==> config.mk <==
export PLATFORM = sky130hd
export DESIGN_NAME = divider_scheduler
export DESIGN_NICKNAME = d
export VERILOG_FILES = /design/src/rtl/divider_scheduler.sv
export SDC_FILE = /design/constraint.sdc
export NUM_CORES = 1
export LEC_CHECK = 0
export ABC_AREA = 1
export CAP_MARGIN = 40
export CORE_AREA = 3 3 114 116
export DETAILED_ROUTE_END_ITERATION = 8
export DIE_AREA = 0 0 117 119
export PLACE_DENSITY_LB_ADDON = 0.15
export SKIP_LAST_GASP = 1
export SYNTH_ARGS = -nofsm -noshare
export SYNTH_HDL_FRONTEND = slang
export SYNTH_SLANG_ARGS = --single-unit
==> constraint.sdc <==
create_clock -name clock -period 1.8 [get_ports clock]
set_input_delay 0.54 -clock clock [delete_from_list [all_inputs] [get_ports clock]]
set_output_delay 0.54 -clock clock [all_outputs]
set_load 0.01 [all_outputs]
==> src/rtl/divider_scheduler.sv <==
// Runtime-reconfigurable clock divider: divided level plus one-cycle tick, new divisions applied only at period boundaries.
// Outputs registered (first tick D+1 cycles after RUN entry); cfg_ready is low while a staged value waits for the wrap.
module divider_scheduler #(
  parameter int unsigned WIDTH            = 32,
  parameter int unsigned DEFAULT_DIVISION = 1000
) (
  input  logic             clock,
  input  logic             reset,
  input  logic             enable,
  input  logic             cfg_valid,
  output logic             cfg_ready,
  input  logic [WIDTH-1:0] cfg_division,
  output logic             divided_clock,
  output logic             tick,
  output logic [WIDTH-1:0] active_division
);

  typedef enum logic [1:0] {IDLE, RUN, PENDING} state_t;

  state_t           state;
  logic [WIDTH-1:0] counter;
  logic [WIDTH-1:0] shadow;
  logic             xfer;
  logic             wrap;

  assign cfg_ready = (state != PENDING);
  assign xfer      = cfg_valid && cfg_ready;
  assign wrap      = (counter == active_division);

  always_ff @(posedge clock) begin
    if (reset) begin
      state           <= IDLE;
      counter         <= '0;
      divided_clock   <= 1'b0;
      tick            <= 1'b0;
      active_division <= WIDTH'(DEFAULT_DIVISION);
      shadow          <= WIDTH'(DEFAULT_DIVISION);
    end else begin
      case (state)
        IDLE: begin
          counter       <= '0;
          divided_clock <= 1'b0;
          tick          <= 1'b0;
          if (xfer)
            active_division <= cfg_division;
          if (enable)
            state <= RUN;
        end
        RUN, PENDING: begin
          if (!enable) begin
            // Stopping is itself a period boundary, so any staged value takes effect now.
            counter       <= '0;
            divided_clock <= 1'b0;
            tick          <= 1'b0;
            state         <= IDLE;
            if (state == PENDING)
              active_division <= shadow;
            else if (xfer)
              active_division <= cfg_division;
          end else begin
            if (wrap) begin
              counter       <= '0;
              divided_clock <= ~divided_clock;
              tick          <= 1'b1;
            end else begin
              counter <= counter + WIDTH'(1);
              tick    <= 1'b0;
            end
            if (state == PENDING) begin
              if (wrap) begin
                active_division <= shadow;
                state           <= RUN;
              end
            end else if (xfer) begin
              shadow <= cfg_division;
              state  <= PENDING;
            end
          end
        end
        default: state <= IDLE;
      endcase
    end
  end

endmodule

* After elaboration in Yosys (flattened, before gate mapping) *
Index checks and enable logic that the tools add are counted.

storage, ports and cells
  bits in registers = 100
  output and inout port bits = 35

cells by class
  equal/unequal tests = 9
  reduce and logical (&&, ||, !) cells = 8
  multiplexer cells = 21
  bitwise operators = 2
  add/sub/neg operators = 1

operators with widths
  cell                     count
  $mux W32                 7
  $pmux W32 S2             2
  $add A32 B1 Y32 const B  1
  $eq A32 B32 Y1           1
  $mux W2                  5
  $ne A4 B4 Y1 const B     2
  $ne A3 B3 Y1 const B     2
  $reduce_and A3 Y1        2
  $mux W1                  4
  $ne A2 B2 Y1 const B     2
  $pmux W1 S2              2
  $pmux W2 S2              1
  $reduce_and A4 Y1        1
  $eq A2 B1 Y1 const B     1
  $eq A2 B2 Y1 const B     1
  $logic_not A2 Y1         1
  $not A1 Y1               2
  $reduce_and A2 Y1        1
  $reduce_bool A2 Y1       1
  $reduce_or A2 Y1         1
  $logic_and A1 B1 Y1      1

* Logic depth before layout (Yosys ltp) *
Gate-level depths: netlist (run 1).

  depth in word-level cells = 6
  mapped depth = 13
  mapped depth without buffers = 13

* Least setup slack after synthesis (run 1) *
No wires, ideal clock.

  path type = register to register
  from = register state[0]
  to = register active_division[30]
  arrival time = 1704 ps
  required time = 1685 ps
  library setup time = 115 ps
  stages on the path, launching flop included = 11
  clock period less this slack = 1819 ps
  path buffers = 2
  path slack = -19 ps
  cell sequence = dfxtp_1 inv_1 ha_1 inv_1 nand2_1 o21a_1 buf_2 buf_1 nand3_1 nand2_1 nor2_1

on the way
  cells in the longest elaborated chain, start to end = 6
  elaborated cells between the ends (all ways) = 14
  those cells by class = eq/ne: 5; mux: 4; reduce/logical: 5

ends and longest elaborated chain
  element                 line  text
  from (decl)             20    state_t state;
  from (signal assigned)  32    state <= IDLE;
  from (signal assigned)  47    state <= RUN;
  from (signal assigned)  55    state <= IDLE;
  $ne A2 B2 Y1            26    assign cfg_ready = (state != PENDING);
  $logic_and A1 B1 Y1     27    assign xfer = cfg_valid && cfg_ready;
  $mux W32                --
  $mux W32                56    if (state == PENDING)
  $mux W32                50    if (!enable) begin
  $pmux W32 S2            39    case (state)
  to (signal assigned)    45    active_division <= cfg_division;
  to (signal assigned)    57    active_division <= shadow;
  to (signal assigned)    59    active_division <= cfg_division;
  to (decl)               15    output logic [WIDTH-1:0] active_division

Parallel ways exist; a longest one is shown, timed or not.
A chain may end at the register's enable or synchronous reset.

* Worst setup path after layout (run 1) *
  from = input enable
  to = register active_division[27]

on the way
  cells in the longest elaborated chain, start to end = 2
  elaborated cells between the ends (all ways) = 5
  those cells by class = eq/ne: 2; mux: 2; reduce/logical: 1

ends and longest elaborated chain
  element                                                      line  text
  from (decl)                                                  9     input logic enable,
  $ne A3 B3 Y1 (no line) or $mux W32 (tied branches)           --
  $reduce_and A3 Y1 (no line) or $pmux W32 S2 (tied branches)  --
  to (signal assigned)                                         36    active_division <= WIDTH'(DEFAULT_DIVISION);
  to (signal assigned)                                         45
  to (signal assigned)                                         57

Parallel ways exist; a longest one is shown, timed or not.

==> impl.org, run 1 <==
** Global routing
- Entering global routing, the biggest net connects 37 pins.
- Antenna violations before repair :: 0
- Across every metal layer, demand over resource in global routing totals 0.232.
- Wire length of the first global-routing pass :: 25.7 mm
- The via count of the first global-routing pass came to approximately 5200.
- Summed over all layers, the global routing overflow is 0.

** Cells and area
- For this run, the post-layout net count is about 980.
- The finished cells cover about 7700 sq um.
- Of the cells placed in the final design, the portion with a size suffix greater than 1 is 0.239.
- After filler insertion, the fill cell instance count of the layout stands at between 1000 and 1500.
- From synthesis to final layout, the design area changed by 43.2%.
- Multi-input logic area :: approximately 3200 sq um
- Sequential standard cell area :: 2030 sq um
- N_diodes :: 0

** Synthesis
- After synthesis, the mean cell area works out to ~6.9 sq um.
- Of the post-synthesis cell area, the dominant cell type holds 0.372.
- Proportion of synthesized chip area in sequential cells :: 0.372
- Ranked by total cell area, the synthesized netlist is headed by sky130_fd_sc_hd__dfxtp_1, sky130_fd_sc_hd__nand2_1, sky130_fd_sc_hd__nor2_1.
- After synthesis, the share of flip-flops with an asynchronous set or reset is 0.
- Synthesis produced a netlist with a net count of 825.
- Synthesis instantiated 39 different standard cells from the library.
- Counting flops with a built-in enable in the synthesized netlist gives 0.
- Biggest area consumer among synthesized cells :: sky130_fd_sc_hd__dfxtp_1
- Post-Syn Area :: 5380 sq um
- Synthesized instance count :: around 780
- Among all flip-flop cells after synthesis, the most frequent one is sky130_fd_sc_hd__dfxtp_1.
- For this run, the number of Yosys warnings is 0.
- In this run, synthesis produced a sequential element count of 100.

** Die
- 71 I/O pins were placed.
- Floorplan core area :: 12000 sq um
- The initial utilization of the core area, before any placement, comes to 0.448.
- In this run the vertical extent of the chip is approximately 120 microns.
- Number of cell rows :: 40
- From left edge to right edge, the die measures 117 microns.
- Total die area :: 13900 sq um

** Place
- Input and output buffers added on the ports amount to 70.
- Sum of net half-perimeters after detailed placement :: roughly 12 mm
- The congestion estimate from routability-driven global placement came to approximately 0.86.
- Cell area reported after detailed placement :: about 7000 sq um

** STA
- Dividing the final minimum period by the clock period gives 0.998.
- For the pin with the worst max-slew slack, the measured transition is between 300 and 400 ps.
- Setup repair after global routing could not meet its margin everywhere.
- The number of hold violations in the final report came to 0.
- Setup violations remaining at the end of the flow were counted as 0.
- Clock tree skew after final layout :: approximately 7.5 ps
- Final Slew Violations :: 0
- Static timing analysis puts the maximum clock frequency at 557 MHz.
- Headroom to the max-slew limit :: 0.772
- Min Clock Period, post-route :: between 1500 and 2000 ps
- On the final layout, the worst hold slack is 463 ps.

** Power
- Dividing total power by cell area gives a power density of 1600 nW/um^2.
- Leakage :: 3.35 nW
- IR analysis of the VDD net gives a maximum drop of ~0.0015 V.

** Worst setup path
- CP max stage cell :: sky130_fd_sc_hd__clkdlybuf4s50_1
- The worst setup path is captured at a register.
- In this design, the stage delay of the slowest critical-path cell is just under 500 ps.
- The worst setup path is launched from an input pin.
- Data on the critical path is required at its endpoint by 2050 ps.
- The critical path in this run is classified as input pin to register.
- Of all nets on the critical path, the largest fanout is 12.
- Data arrival time of the worst path :: roughly 2000 ps
- The critical path goes through clkdlybuf4s50_1 -> buf_4 -> o21ai_4 -> buf_12 -> buf_6 -> clkbuf_16 -> o21ai_0 -> nand3_1 -> nand2_1 -> nor2_1.

** Clock network
- TritonCTS built the clock tree.
- Counting along the longest clock path gives a buffer depth of 2.
- After clock tree synthesis, the clock-pin slew on the worst setup and hold paths is about 70 ps.
- Sinks on the clock net :: 100
- CTS H-Tree Depth :: 3
- Clock buffer count from CTS :: 9
- Clock latency at the later pin of the worst-skew pair :: approximately 360 ps
- In this run the clock root is driven by a sky130_fd_sc_hd__clkbuf_16.

** Detailed routing
- Wire length per cell after detailed routing :: about 15 microns
- In the routed design, unresolved DRC markers number 0.
- For this block, the routed nets add up to approximately 17 mm of wire.
- Remaining number of nets flagged by the antenna check after routing :: 0
- After detailed routing, the number of vias per cell comes to about 5.1.
- Via count of the routed design :: roughly 5600
- The first detailed-routing pass ran for 5 iterations.
- The detailed router finished its first iteration with 391 violations.

** Hold path
- The tightest min-delay check is of the register to register type.

** Run status
- Result of the run :: finished clean

** Flow run
- Maximum capacitance violations :: 0
kinds of logic after synthesis:
kind of cell	count (synthesis)	share of synthesized area
simple gates	430	0.347
compound gates	108	0.112
flops	100	0.372
buf+inv	90	0.0735
xor+xnor	49	0.0811
fa+ha+maj	6	0.0139
final timing paths:
check              from                  end  slack [ps]  cells after the start
max reg2reg    state[0]  active_division[27]          10                     11
max              enable  active_division[27]           3                     10
min          shadow[10]           shadow[10]         460                      2
min reg2reg  shadow[10]           shadow[10]         460                      2
power breakdown:
part / leakage, nW / switching (mW) / internal, mW
combinational: 2.40 / 3.89 / 3.54
clock: 0.122 / 0.858 / 0.978
sequential: 0.822 / 0.361 / 2.71
layer usage:
layer  GRT usage  wire length (microns)  up-vias
li1            -                      -     2830
met1       0.331                   7870     2618
met2       0.355                   7740      143
met3      0.0513                    761       17
met4      0.0566                    229        0
met5           0                      0        -
metrics by stage:
stage          TNS [ps]  power, mW   util  cells  setup slack (ps)
2_1_floorplan         0       6.86      -    783              40.5
3_3_place_gp     -19430       9.18  0.577   1062              -250
3_5_place_dp     -21310       9.31  0.577   1062              -292
5_1_grt           -4500       13.3  0.641   1092              -104
6_report              0       12.3  0.641   1092              3.22
4_1_cts           -94.6       11.1  0.601   1079             -94.6
area by class of cell:
cell class / instances / share of cell area
repair buffers: 186 / 0.235
inverters: 50 / 0.0244
clock buffers: 13 / 0.0325
multi-input cells: 593 / 0.417
clock inverters: 3 / 0.00292
flip-flops and latches: 100 / 0.264
well taps: 147 / 0.0239
flip-flops by register name, summed over array words and instances, names as in the netlist:
register / cells
active_division: 32
counter: 32
divided_clock: 1
tick: 1
state: 2
shadow: 32
cells in the mapped netlist (8+ instances only):
| library cell | count |
|---|---|
| sky130_fd_sc_hd__o21ai_0 | 40 |
| sky130_fd_sc_hd__clkbuf_1 | 17 |
| sky130_fd_sc_hd__nor3_1 | 8 |
| sky130_fd_sc_hd__nor2_1 | 95 |
| sky130_fd_sc_hd__nand3_1 | 65 |
| sky130_fd_sc_hd__buf_2 | 13 |
| sky130_fd_sc_hd__a21oi_1 | 43 |
| sky130_fd_sc_hd__nor2_2 | 8 |
| sky130_fd_sc_hd__o211ai_1 | 17 |
| sky130_fd_sc_hd__xnor2_1 | 30 |
| sky130_fd_sc_hd__xor2_1 | 18 |
| sky130_fd_sc_hd__dfxtp_1 | 100 |
| sky130_fd_sc_hd__nand4_1 | 8 |
| sky130_fd_sc_hd__nand2_1 | 223 |
| sky130_fd_sc_hd__inv_1 | 43 |
| sky130_fd_sc_hd__nand3b_1 | 8 |
layout by cell type, fill, tap and decap left out, drive strengths merged, types with 3 or more instances in the layout:
master	netlist	layout
nor3	10	10
clkdlybuf4s50	0	35
nand4	8	8
ha	6	6
o21ai	42	42
a21oi	46	46
nand2	227	227
xnor2	31	31
dlygate4sd2	0	33
dfxtp	100	100
o211ai	17	17
nand3b	8	8
clkinvlp	0	3
xor2	18	18
clkbuf	17	21
nand3	67	67
nor2	106	106
or2	3	3
buf	23	109
inv	49	49
repair_timing:
item / CTS / global route
endpoints found under the setup margin: 99 / 100
buffers inserted: 0 / 7
pin swaps: 0 / 16
hold endpoints to repair: 0 / 0
hold buffers: 0 / 0
cloned: 1 / 8
resized for setup: 58 / 91
critical path: cells and delay by family:
family | cells | cell delay [ps]
buffers and inverters | 5 | 1060
AOI/OAI and AO/OA | 2 | 220
and+or+nand+nor | 3 | 210
Note: power is estimated with default switching activity, not from simulation.
==> run 2: changes to the inputs <==
CORE_AREA = 3 3 131 101   (was 3 3 114 116)
DIE_AREA = 0 0 134 104   (was 0 0 117 119)
==> run 2 against run 1 <==
Effect of this change:
- the flow now finishes with violations (setup timing)
- sequential power hardly changed
- first-iteration DRC count grew 47%
- register-to-register slack worse by 40 ps
- non-clock buffer count up 20
- worst setup slack got worse by 31 ps
- clock skew decreased by 2.0 ps
- global-route usage grew 0.98 points
- cell count increased by 3.7%
- design area increased by 5.4%
==> impl.org, run 2 (same netlist as run 1, synthesis figures left out) <==
** Place
- Sum of net half-perimeters after detailed placement :: 12.2 mm
- Count of buffers inserted at the top-level ports :: 70
- Final Wtd Congestion :: 0.883
- Summing all placed instances gives a cell area of 6980 sq um.

** Hold path
- WHS Endpoint :: shadow[22]
- The startpoint identified for the worst hold timing path is shadow[22].
- Number of cells traversed by the worst hold path :: 2
- The tightest min-delay check is of the register to register type.

** Clock network
- Clock buffer depth :: 2
- After clock tree synthesis, the clock-pin slew on the worst setup and hold paths is about 70 ps.
- CTS H-Tree Depth :: 3
- Clock Tree Root :: sky130_fd_sc_hd__clkbuf_16
- Clock tree from TritonCTS :: yes
- Clock buffer count from CTS :: 9
- The clock drives 100 sinks.
- The clock reaches the later pin of the worst-skew pair after between 300 and 400 ps.
- Buffers inserted to repair hold after CTS numbered 0.

** Power
- For this design the total switching power over the nets is 5.61 mW.
- The internal portion of the total power is 8.13 mW.
- Share of total power in sequential cells :: 0.224
- Power share of the clock group :: 0.165
- Sw frac :: 0.408
- Leakage :: between 3 and 4 nW
- Of the total power, combinational logic draws 0.611.
- VDD sags by at most 0.00119 V.
- In this run the power density over the cells is ~1700 nW/um^2.

** Worst setup path
- In this run the critical register-to-register path is launched from counter[0].
- Slack of the worst reg-to-reg path :: -30 ps
- Worst Reg-to-Reg Cells :: 15
- Startpoint kind of the worst setup timing path :: register
- The critical path is of the register to register type.
- Critical Path Start :: counter[0]
- Largest fanout of any net on the critical path :: 6
- For the worst setup path, the data arrival time is 2070 ps.
- End of the worst register-to-register path :: active_division[26]
- STA classifies the critical path endpoint as a register.
- Data required time of the critical path :: 2040 ps

** Die
- The floorplan step set the die width to 134 microns.
- The die is 104 microns tall.
- Floorplan core area :: 12100 sq um
- The floorplan step defined a die boundary enclosing 13900 sq um.
- For this configuration, the core starts out at a cell density of 0.444.
- Number of cell rows :: 35
- For this design the top-level I/O count stands at 71.

** Cells and area
- In the final layout, the registers with the most flip-flops are active_division (32), counter (32), shadow (32).
- Final design instance area without fill :: a little over 8000 sq um
- Number of nets in the final layout :: about 1000
- In the layout the commonest cells are sky130_fd_sc_hd__nand2_1, sky130_fd_sc_hd__buf_4, sky130_fd_sc_hd__nor2_1, sky130_fd_sc_hd__dfxtp_1.
- The repair_antennas step left the layout with diodes totalling 0.
- The library cell used most frequently in the layout, excluding fill and tap cells, is sky130_fd_sc_hd__nand2_1.
- In the final layout, the share of cells above drive strength 1 is 0.288.
- Compared with the post-synthesis result, the final layout area differs by 50.9%.
- Post-Route Utilization :: 0.670

** Run status
- The checks that failed: setup timing.
- The run finished, with violations left.

** Detailed routing
- Vias per cell :: around 5.2
- Summing over every cut layer, the via total after detailed routing is around 5900.
- The first detailed-routing pass took 5 iterations.
- Remaining design rule violation count :: 0
- In this run, the number of DRC markers left after iteration 0 of detailed routing was about 570.
- In this run the remaining antenna-violating nets after routing total 0.
- After detailed routing, the average wire length per cell comes to 16.3 microns.
- Total detailed-routing wirelength :: 18.5 mm

** Global routing
- Entering global routing, the biggest net connects 34 pins.
- The first global-routing pass estimated between 20 and 30 mm of wire.
- The via count of the first global-routing pass is approximately 5400.
- Overall routing resource usage :: 0.242
- The total overflow left after global routing is 0.
- The initial antenna violation count was 0.

** STA
- Subtracting the final worst setup slack from the clock period gives ~1800 ps.
- Final Slew Violations :: 0
- Hold Worst Slack :: between 400 and 500 ps
- Highest Clock Rate :: ~550 MHz
- Adding up every negative setup slack in the final design gives -111 ps.
- Number of hold violations in the final report :: 0
- Dividing the final minimum period by the clock period gives 1.02.
- Setup repair after global routing missed its margin :: yes
- Post-route setup slack :: -27.3 ps
- Measured slew at the worst slew-check pin :: 341 ps
- Clock tree skew after final layout :: ~5.5 ps
- Finish-stage setup viols :: 10
- Headroom to the max-slew limit :: 0.771

** Flow run
- Max-cap violations in this run came to 0.
-- run 2: cell count changes in the layout (fill, tap and decap cells not counted), moves of 4 or more --
cell / previous run / this run
sky130_fd_sc_hd__nor2_1: 80 / 89
sky130_fd_sc_hd__buf_4: 91 / 105
sky130_fd_sc_hd__o21ai_0: 19 / 25
sky130_fd_sc_hd__dfxtp_2: 15 / 36
sky130_fd_sc_hd__nand3_2: 5 / 21
sky130_fd_sc_hd__dfxtp_1: 82 / 64
sky130_fd_sc_hd__nand2_1: 216 / 212
sky130_fd_sc_hd__nor2_2: 18 / 10
sky130_fd_sc_hd__o21ai_2: 9 / 0
sky130_fd_sc_hd__nand3_1: 60 / 43
sky130_fd_sc_hd__nand2_2: 7 / 12
-- run 2: through the flow --
step | power [mW] | instances | setup WS [ps]
floorplan | 6.86 | 783 | 40.5
global placement | 9.43 | 1081 | -267
detailed placement | 9.60 | 1081 | -267
CTS | 12.0 | 1113 | -103
global route | 14.6 | 1132 | -201
finish | 13.7 | 1132 | -27.3
-- run 2: power by group through the flow --
stage | Combinational, mW | Sequential [mW] | Clock [mW]
2_1_floorplan | 3.71 | 3.14 | 0
3_3_place_gp | 6.39 | 3.05 | 0
3_5_place_dp | 6.54 | 3.06 | 0
4_1_cts | 6.69 | 3.05 | 2.29
5_1_grt | 9.10 | 3.13 | 2.38
6_report | 8.40 | 3.08 | 2.27
-- run 2: critical path, cell delays in order (launching register included) --
cell,delay [ps]
sky130_fd_sc_hd__dfxtp_2,330
sky130_fd_sc_hd__buf_6,120
sky130_fd_sc_hd__inv_2,50
sky130_fd_sc_hd__nand2_1,50
sky130_fd_sc_hd__nand2_1,60
sky130_fd_sc_hd__nand2_1,60
sky130_fd_sc_hd__nor2_1,90
sky130_fd_sc_hd__nand2_1,70
sky130_fd_sc_hd__nor2_2,170
sky130_fd_sc_hd__nand2_2,120
sky130_fd_sc_hd__nand2_4,120
sky130_fd_sc_hd__buf_8,160
sky130_fd_sc_hd__clkbuf_16,160
sky130_fd_sc_hd__nand3_2,60
sky130_fd_sc_hd__nand2_1,70
sky130_fd_sc_hd__nor2_1,40
-- run 2: how the worst max path moves through the flow --
stage | end | slack [ps] | depth (start not counted)
finish | active_division[26] | -30 | 15
global route | active_division[20] | -200 | 15
CTS | cfg_ready | -100 | 4
detailed placement | active_division[29] | -270 | 9
global placement | active_division[25] | -270 | 9
floorplan | shadow[6] | 40 | 9
-- run 2: timing repair --
item	4_1_cts	5_1_grt
buffers inserted	14	12
resized for setup	76	94
pin swaps	10	17
cloned	2	8
endpoints found under the setup margin	76	102
-- run 2: layer usage --
metal	vias up	track usage	wire length, microns
li1	2890	-	-
met3	32	0.0667	1440
met2	241	0.367	8320
met4	0	0.0668	331
met1	2765	0.337	8400
met5	-	0	0
-- run 2: layout make-up --
cell class	count	area [sq um]
Sequential cell	100	2050
Tap cell	166	208
Multi-Input combinational cell	594	3290
Clock inverter	6	111
Timing Repair Buffer	206	2030
Clock buffer	10	239
Inverter	50	191
Fill cell	980	4010
